--- src/rtl/nrd_pkg.sv ---
// Shared definitions for the non-restoring divider control sequencer.
// Holds the default datapath width, the bit index of each control strobe
// inside the internal strobe vector, and the sequencer state encoding.
package nrd_pkg;

  localparam int unsigned N_DEF    = 8;
  localparam int unsigned CW_DEF   = 4;

  // Strobe-vector indices, one per control line c0..c8
  localparam int unsigned C0_IDX   = 0;  // load A from inbus
  localparam int unsigned C1_IDX   = 1;  // load Q from inbus
  localparam int unsigned C2_IDX   = 2;  // load M from inbus
  localparam int unsigned C3_IDX   = 3;  // A <= A +/- M
  localparam int unsigned C4_IDX   = 4;  // shift A:Q left
  localparam int unsigned C5_IDX   = 5;  // Q[0] <= ~s
  localparam int unsigned C6_IDX   = 6;  // correction A <= A + M
  localparam int unsigned C7_IDX   = 7;  // Q drives outbus
  localparam int unsigned C8_IDX   = 8;  // A drives outbus
  localparam int unsigned NUM_STRB = 9;

  typedef enum logic [3:0] {
    IDLE    = 4'd0,
    LOAD_A  = 4'd1,
    LOAD_Q  = 4'd2,
    LOAD_M  = 4'd3,
    SHIFT   = 4'd4,
    ADDSUB  = 4'd5,
    SETQ    = 4'd6,
    CORRECT = 4'd7,
    OUT_Q   = 4'd8,
    OUT_A   = 4'd9,
    DONE    = 4'd10
  } state_t;

endpackage

--- src/rtl/nrd_iter_cnt.sv ---
// Iteration counter for the divider sequencer.
//   clk  : rising-edge clock
//   rst  : asynchronous active-high reset
//   clr  : synchronous clear (start of a division)
//   inc  : advance by one (end of an iteration)
//   last : the incremented value equals N, i.e. this increment ends the
//          final iteration; the counter is cleared before reuse so it
//          never wraps
module nrd_iter_cnt #(
  parameter int unsigned N  = 8,
  parameter int unsigned CW = 4
) (
  input  logic clk,
  input  logic rst,
  input  logic clr,
  input  logic inc,
  output logic last
);

  logic [CW-1:0] cnt;
  logic [CW-1:0] cnt_inc;

  assign cnt_inc = cnt + CW'(1);
  assign last    = (cnt_inc == CW'(N));

  always_ff @(posedge clk or posedge rst) begin
    if (rst) begin
      cnt <= '0;
    end else if (clr) begin
      cnt <= '0;
    end else if (inc) begin
      cnt <= cnt_inc;
    end
  end

endmodule

--- src/rtl/nrd_ctrl.sv ---
// Control sequencer for the N-bit non-restoring divider datapath.
// One start pulse in IDLE runs: load A/Q/M, N x (shift, add/sub, set
// quotient bit), optional remainder correction, unload Q then A, done.
//   clk, rst     : clock, asynchronous active-high reset
//   start        : launch a division (sampled in IDLE only)
//   s            : sign bit of register A
//   c0..c8       : one-hot control strobes (Moore-decoded)
//   sub          : adder direction with c3 (1 = A - M)
//   busy         : high from LOAD_A through OUT_A
//   done         : one-cycle pulse in DONE
module nrd_ctrl
  import nrd_pkg::*;
#(
  parameter int unsigned N  = N_DEF,
  parameter int unsigned CW = CW_DEF
) (
  input  logic clk,
  input  logic rst,
  input  logic start,
  input  logic s,
  output logic c0,
  output logic c1,
  output logic c2,
  output logic c3,
  output logic c4,
  output logic c5,
  output logic c6,
  output logic c7,
  output logic c8,
  output logic sub,
  output logic busy,
  output logic done
);

  state_t              state;
  state_t              state_nxt;
  logic                op_sub;
  logic                cnt_clr;
  logic                cnt_inc;
  logic                cnt_last;
  logic [NUM_STRB-1:0] strb;

  nrd_iter_cnt #(
    .N  (N),
    .CW (CW)
  ) u_iter_cnt (
    .clk  (clk),
    .rst  (rst),
    .clr  (cnt_clr),
    .inc  (cnt_inc),
    .last (cnt_last)
  );

  assign cnt_clr = (state == LOAD_M);
  assign cnt_inc = (state == SETQ);

  always_ff @(posedge clk or posedge rst) begin
    if (rst) begin
      state <= IDLE;
    end else begin
      state <= state_nxt;
    end
  end

  // Direction of the upcoming add/sub is set by the sign of A before the
  // shift: non-negative A subtracts M, negative A adds it back.
  always_ff @(posedge clk or posedge rst) begin
    if (rst) begin
      op_sub <= 1'b0;
    end else if (state == SHIFT) begin
      op_sub <= ~s;
    end
  end

  always_comb begin
    state_nxt = IDLE;
    case (state)
      IDLE:    state_nxt = start ? LOAD_A : IDLE;
      LOAD_A:  state_nxt = LOAD_Q;
      LOAD_Q:  state_nxt = LOAD_M;
      LOAD_M:  state_nxt = SHIFT;
      SHIFT:   state_nxt = ADDSUB;
      ADDSUB:  state_nxt = SETQ;
      SETQ:    state_nxt = cnt_last ? CORRECT : SHIFT;
      CORRECT: state_nxt = OUT_Q;
      OUT_Q:   state_nxt = OUT_A;
      OUT_A:   state_nxt = DONE;
      DONE:    state_nxt = IDLE;
      default: state_nxt = IDLE;
    endcase
  end

  always_comb begin
    strb = '0;
    sub  = 1'b0;
    busy = 1'b0;
    done = 1'b0;
    case (state)
      LOAD_A:  begin strb[C0_IDX] = 1'b1; busy = 1'b1; end
      LOAD_Q:  begin strb[C1_IDX] = 1'b1; busy = 1'b1; end
      LOAD_M:  begin strb[C2_IDX] = 1'b1; busy = 1'b1; end
      SHIFT:   begin strb[C4_IDX] = 1'b1; busy = 1'b1; end
      ADDSUB:  begin strb[C3_IDX] = 1'b1; sub = op_sub; busy = 1'b1; end
      SETQ:    begin strb[C5_IDX] = 1'b1; busy = 1'b1; end
      // correction only when the final remainder is negative
      CORRECT: begin strb[C6_IDX] = s;    busy = 1'b1; end
      OUT_Q:   begin strb[C7_IDX] = 1'b1; busy = 1'b1; end
      OUT_A:   begin strb[C8_IDX] = 1'b1; busy = 1'b1; end
      DONE:    done = 1'b1;
      default: ;
    endcase
  end

  assign c0 = strb[C0_IDX];
  assign c1 = strb[C1_IDX];
  assign c2 = strb[C2_IDX];
  assign c3 = strb[C3_IDX];
  assign c4 = strb[C4_IDX];
  assign c5 = strb[C5_IDX];
  assign c6 = strb[C6_IDX];
  assign c7 = strb[C7_IDX];
  assign c8 = strb[C8_IDX];

endmodule

--- config.mk ---
export PLATFORM = sky130hd
export DESIGN_NAME = nrd_ctrl
export DESIGN_NICKNAME = d
export VERILOG_FILES = /design/src/rtl/nrd_pkg.sv /design/src/rtl/nrd_iter_cnt.sv /design/src/rtl/nrd_ctrl.sv
export SDC_FILE = /design/constraint.sdc
export NUM_CORES = 1
export LEC_CHECK = 0
export CAP_MARGIN = 25
export CORE_AREA = 2 2 39 41
export CTS_CLUSTER_DIAMETER = 40
export DETAILED_ROUTE_END_ITERATION = 12
export DIE_AREA = 0 0 41 43
export PLACE_DENSITY = 0.74
export RECOVER_POWER = 100
export SYNTH_ARGS = -nofsm -noshare
export SYNTH_HDL_FRONTEND = slang
export SYNTH_SLANG_ARGS = --single-unit
--- constraint.sdc ---
create_clock -name clk -period 2.45 [get_ports clk]
set_input_delay 0.3675 -clock clk [delete_from_list [all_inputs] [get_ports clk]]
set_output_delay 0.3675 -clock clk [all_outputs]
set_load 0.02 [all_outputs]
==> results.py <==
metrics = {
    "outcome": {
        "status": "finished clean",
    },
    "detailed_routing": {
        "drtIter0Drc": 4,
        "route.detailed.drc": 0,
        "dr.pass1.iters": 3,
        "avgViaCountPerCell": 5.22,
        "ant_nets": 0,
        "wl_um": 1140,
        "vias": 527,
        "wl_per_cell_um": 11.3,
    },
    "clock_network": {
        "cts.repair.resized": 0,
        "insertion_delay_ps": 260,
        "cts_tree": "done",
        "htreeDepth": 1,
        "cts.root.buffer_cell": "clkbuf_4",
        "postCtsSetupRepairBufs": 0,
        "numClockSinks": 9,
        "cts_hold_buf": 0,
        "clk_path_buf_depth": 2,
        "cts_buffers": 3,
        "path_clk_slew_ps": 60,
    },
    "power": {
        "power.density_mw_per_mm2": 1230,
        "p_comb_frac": 0.499,
        "seqPwrFrac": 0.379,
        "swShare": 0.469,
        "p_leak_nw": 0.342,
        "peakVddDrop_mv": 0.615,
        "p_switching_uw": 434,
        "p_int_uw": 492,
        "p_clk_frac": 0.122,
    },
    "sta": {
        "layout_setup_ws_ps": 165,
        "min_period_ps": 2290,
        "fmax_mhz": 438,
        "hold_viol": 0,
        "worstMarginPinSlew_ps": 409,
        "slew_viol_final": 0,
        "fin_crit_sh": 0.933,
        "setup_tns_ps": 0,
        "rsz0062_at_grt": "false",
        "skew_ps": 3.60,
        "final-setup-viol-count": 0,
        "max_slew_margin": 0.727,
    },
    "logic_synthesis": {
        "yosysWarningCount": 0,
        "synth.distinct_cells": 26,
        "synth.area.top_cells": "dfrtp_1, nand2_1, nor2_1, ha_1, nand2b_1",
        "synth_edf_count": 0,
        "syn_nets": 76,
        "synth_cells": 70,
        "ys_async_sr_fraction": 1.00,
        "yosys.area.top_type": "dfrtp_1",
        "yosys_register_bits": 9,
        "yosysTopAreaCellShare": 0.386,
        "ys_seq_area_frac": 0.386,
        "synth_ff_type": "dfrtp_1",
        "avgSynthCellArea_um2": 8.33,
        "netlist_area_um2": 583,
    },
    "global_route": {
        "met2_usage": 0.244,
        "grt-ovfl-total": 0,
        "gr-usage-met1": 0.226,
        "grt_pass1_vias": 478,
        "grt_max_degree": 15,
        "use_met3": 0.0628,
        "antenna_found_initial": 0,
        "grt.busiest_layer": "met2",
        "grt_pass1_wl_um": 2020,
        "grt_usage": 0.172,
    },
    "worst_hold_path": {
        "hold_path.class": "input pin to asynchronous set/reset pin",
    },
    "critical_path": {
        "critPathBufInv": 1,
        "cp_slowest_cell": "dlygate4sd3_1",
        "worstPathRequired_ps": 2080,
        "cp-start-kind": "flip-flop",
        "cp_cell_sequence": "nand2b_1 > nor3_2 > dlygate4sd3_1",
        "arrival_ps": 1920,
        "cp_top_family": "buffers and inverters",
        "end_kind": "output pin",
        "r2r_end": "state[1]",
        "cp-startpoint": "state[3]",
        "worstSetupPathType": "flip-flop to output pin",
        "rrSetupSlack_ps": 1000,
        "r2r_start": "u_iter_cnt.cnt[0]",
        "path_max_fanout": 12,
        "reg2regPathDepth": 5,
        "slowest_delay_ps": 710,
    },
    "job": {
        "max_cap_violations": 0,
    },
    "placement": {
        "gp_congestion": 0.718,
        "port_buffers": 15,
        "hpwl_um": 833,
        "dp.cells": 97,
        "pre_cts_ws_ps": 405,
    },
    "floorplanning": {
        "initial_core_util": 0.421,
        "die_w_um": 41,
        "die_h_um": 43,
        "dieArea_mm2": 0.00176,
        "std_cell_rows": 14,
        "num_io_pins": 16,
        "core_mm2": 0.00138,
    },
    "layout": {
        "fin_nets": 92,
        "diodes": 0,
        "fin_util": 0.542,
        "finalNonFillerCells": 101,
        "layout_commonest_cell": "dlygate4sd3_1",
        "layout_common_cells": "dlygate4sd3_1, nor2_1, nand2_1, dfrtp_1",
        "area_growth_pct": 28.8,
        "drive_above_1_share": 0.0706,
    },
}
==> area by class of cell <==
| class | instances | area [µm²] |
|---|---|---|
| clock buffers | 4 | 26.3 |
| multi-input cells | 54 | 318 |
| fillers | 148 | 633 |
| well taps | 16 | 20.0 |
| inverters | 3 | 11.3 |
| flip-flops and latches | 9 | 225 |
| repair buffers | 15 | 150 |
==> per-layer routing <==
metal,part of all wire,routed length (µm)
met1,0.46,527
met3,0.042,48
met4,0,0
met2,0.50,565
met5,0,0
==> power groups by stage <==
stage               Combinational, mW  Sequential (mW)  Clock, mW
floorplan                       0.423            0.260          0
global placement                0.479            0.349          0
detailed placement              0.489            0.352          0
CTS                             0.491            0.349      0.118
global route                    0.518            0.371      0.130
finish                          0.462            0.351      0.113
==> state kept, by name, indices dropped and copies added (netlist names) <==
name            cells
state               4
u_iter_cnt.cnt      4
op_sub              1
==> worst max-delay path by stage <==
stage,to,slack (ps),cells after the start
final,c4,160,3
after global routing,c4,50,3
after CTS,sub,160,4
after detailed placement,c6,410,4
after global placement,c6,420,4
after floorplan,sub,740,4
==> logic make-up (layout without fill, tap and decap cells) <==
group           after synthesis  in the layout  share of synthesized area
buf+inv                       7             22                     0.0687
xor+xnor                      2              2                     0.0300
fa+ha+maj                     2              2                     0.0429
simple gates                 38             38                      0.361
compound gates               12             12                      0.112
flops                         9              9                      0.386
==> per-stage QoR <==
step / hold slack [ps] / instance area [µm²] / total power [mW]
floorplan: 195 / 583 / 0.683
global placement: 486 / 724 / 0.828
detailed placement: 475 / 724 / 0.841
CTS: 367 / 751 / 0.959
global route: 519 / 751 / 1.02
finish: 500 / 751 / 0.926
==> synth_stat cells (2+ instances only) <==
master    count
dfrtp_1       9
xor2_1        2
nor3_1        4
nor2_1        9
and2_1        2
o21ai_1       5
nor4_1        2
a21oi_1       4
ha_1          2
and4b_1       2
nand2b_1      4
nand2_1       9
inv_1         2
buf_2         2
==> worst register-to-register path, cell delays in order (launching register included) <==
cell,delay (ps)
dfrtp_1,460
ha_1,260
and2_0,160
a21oi_1,150
o21ai_0,110
and4b_1,200
(Power assumes the default switching activity.)
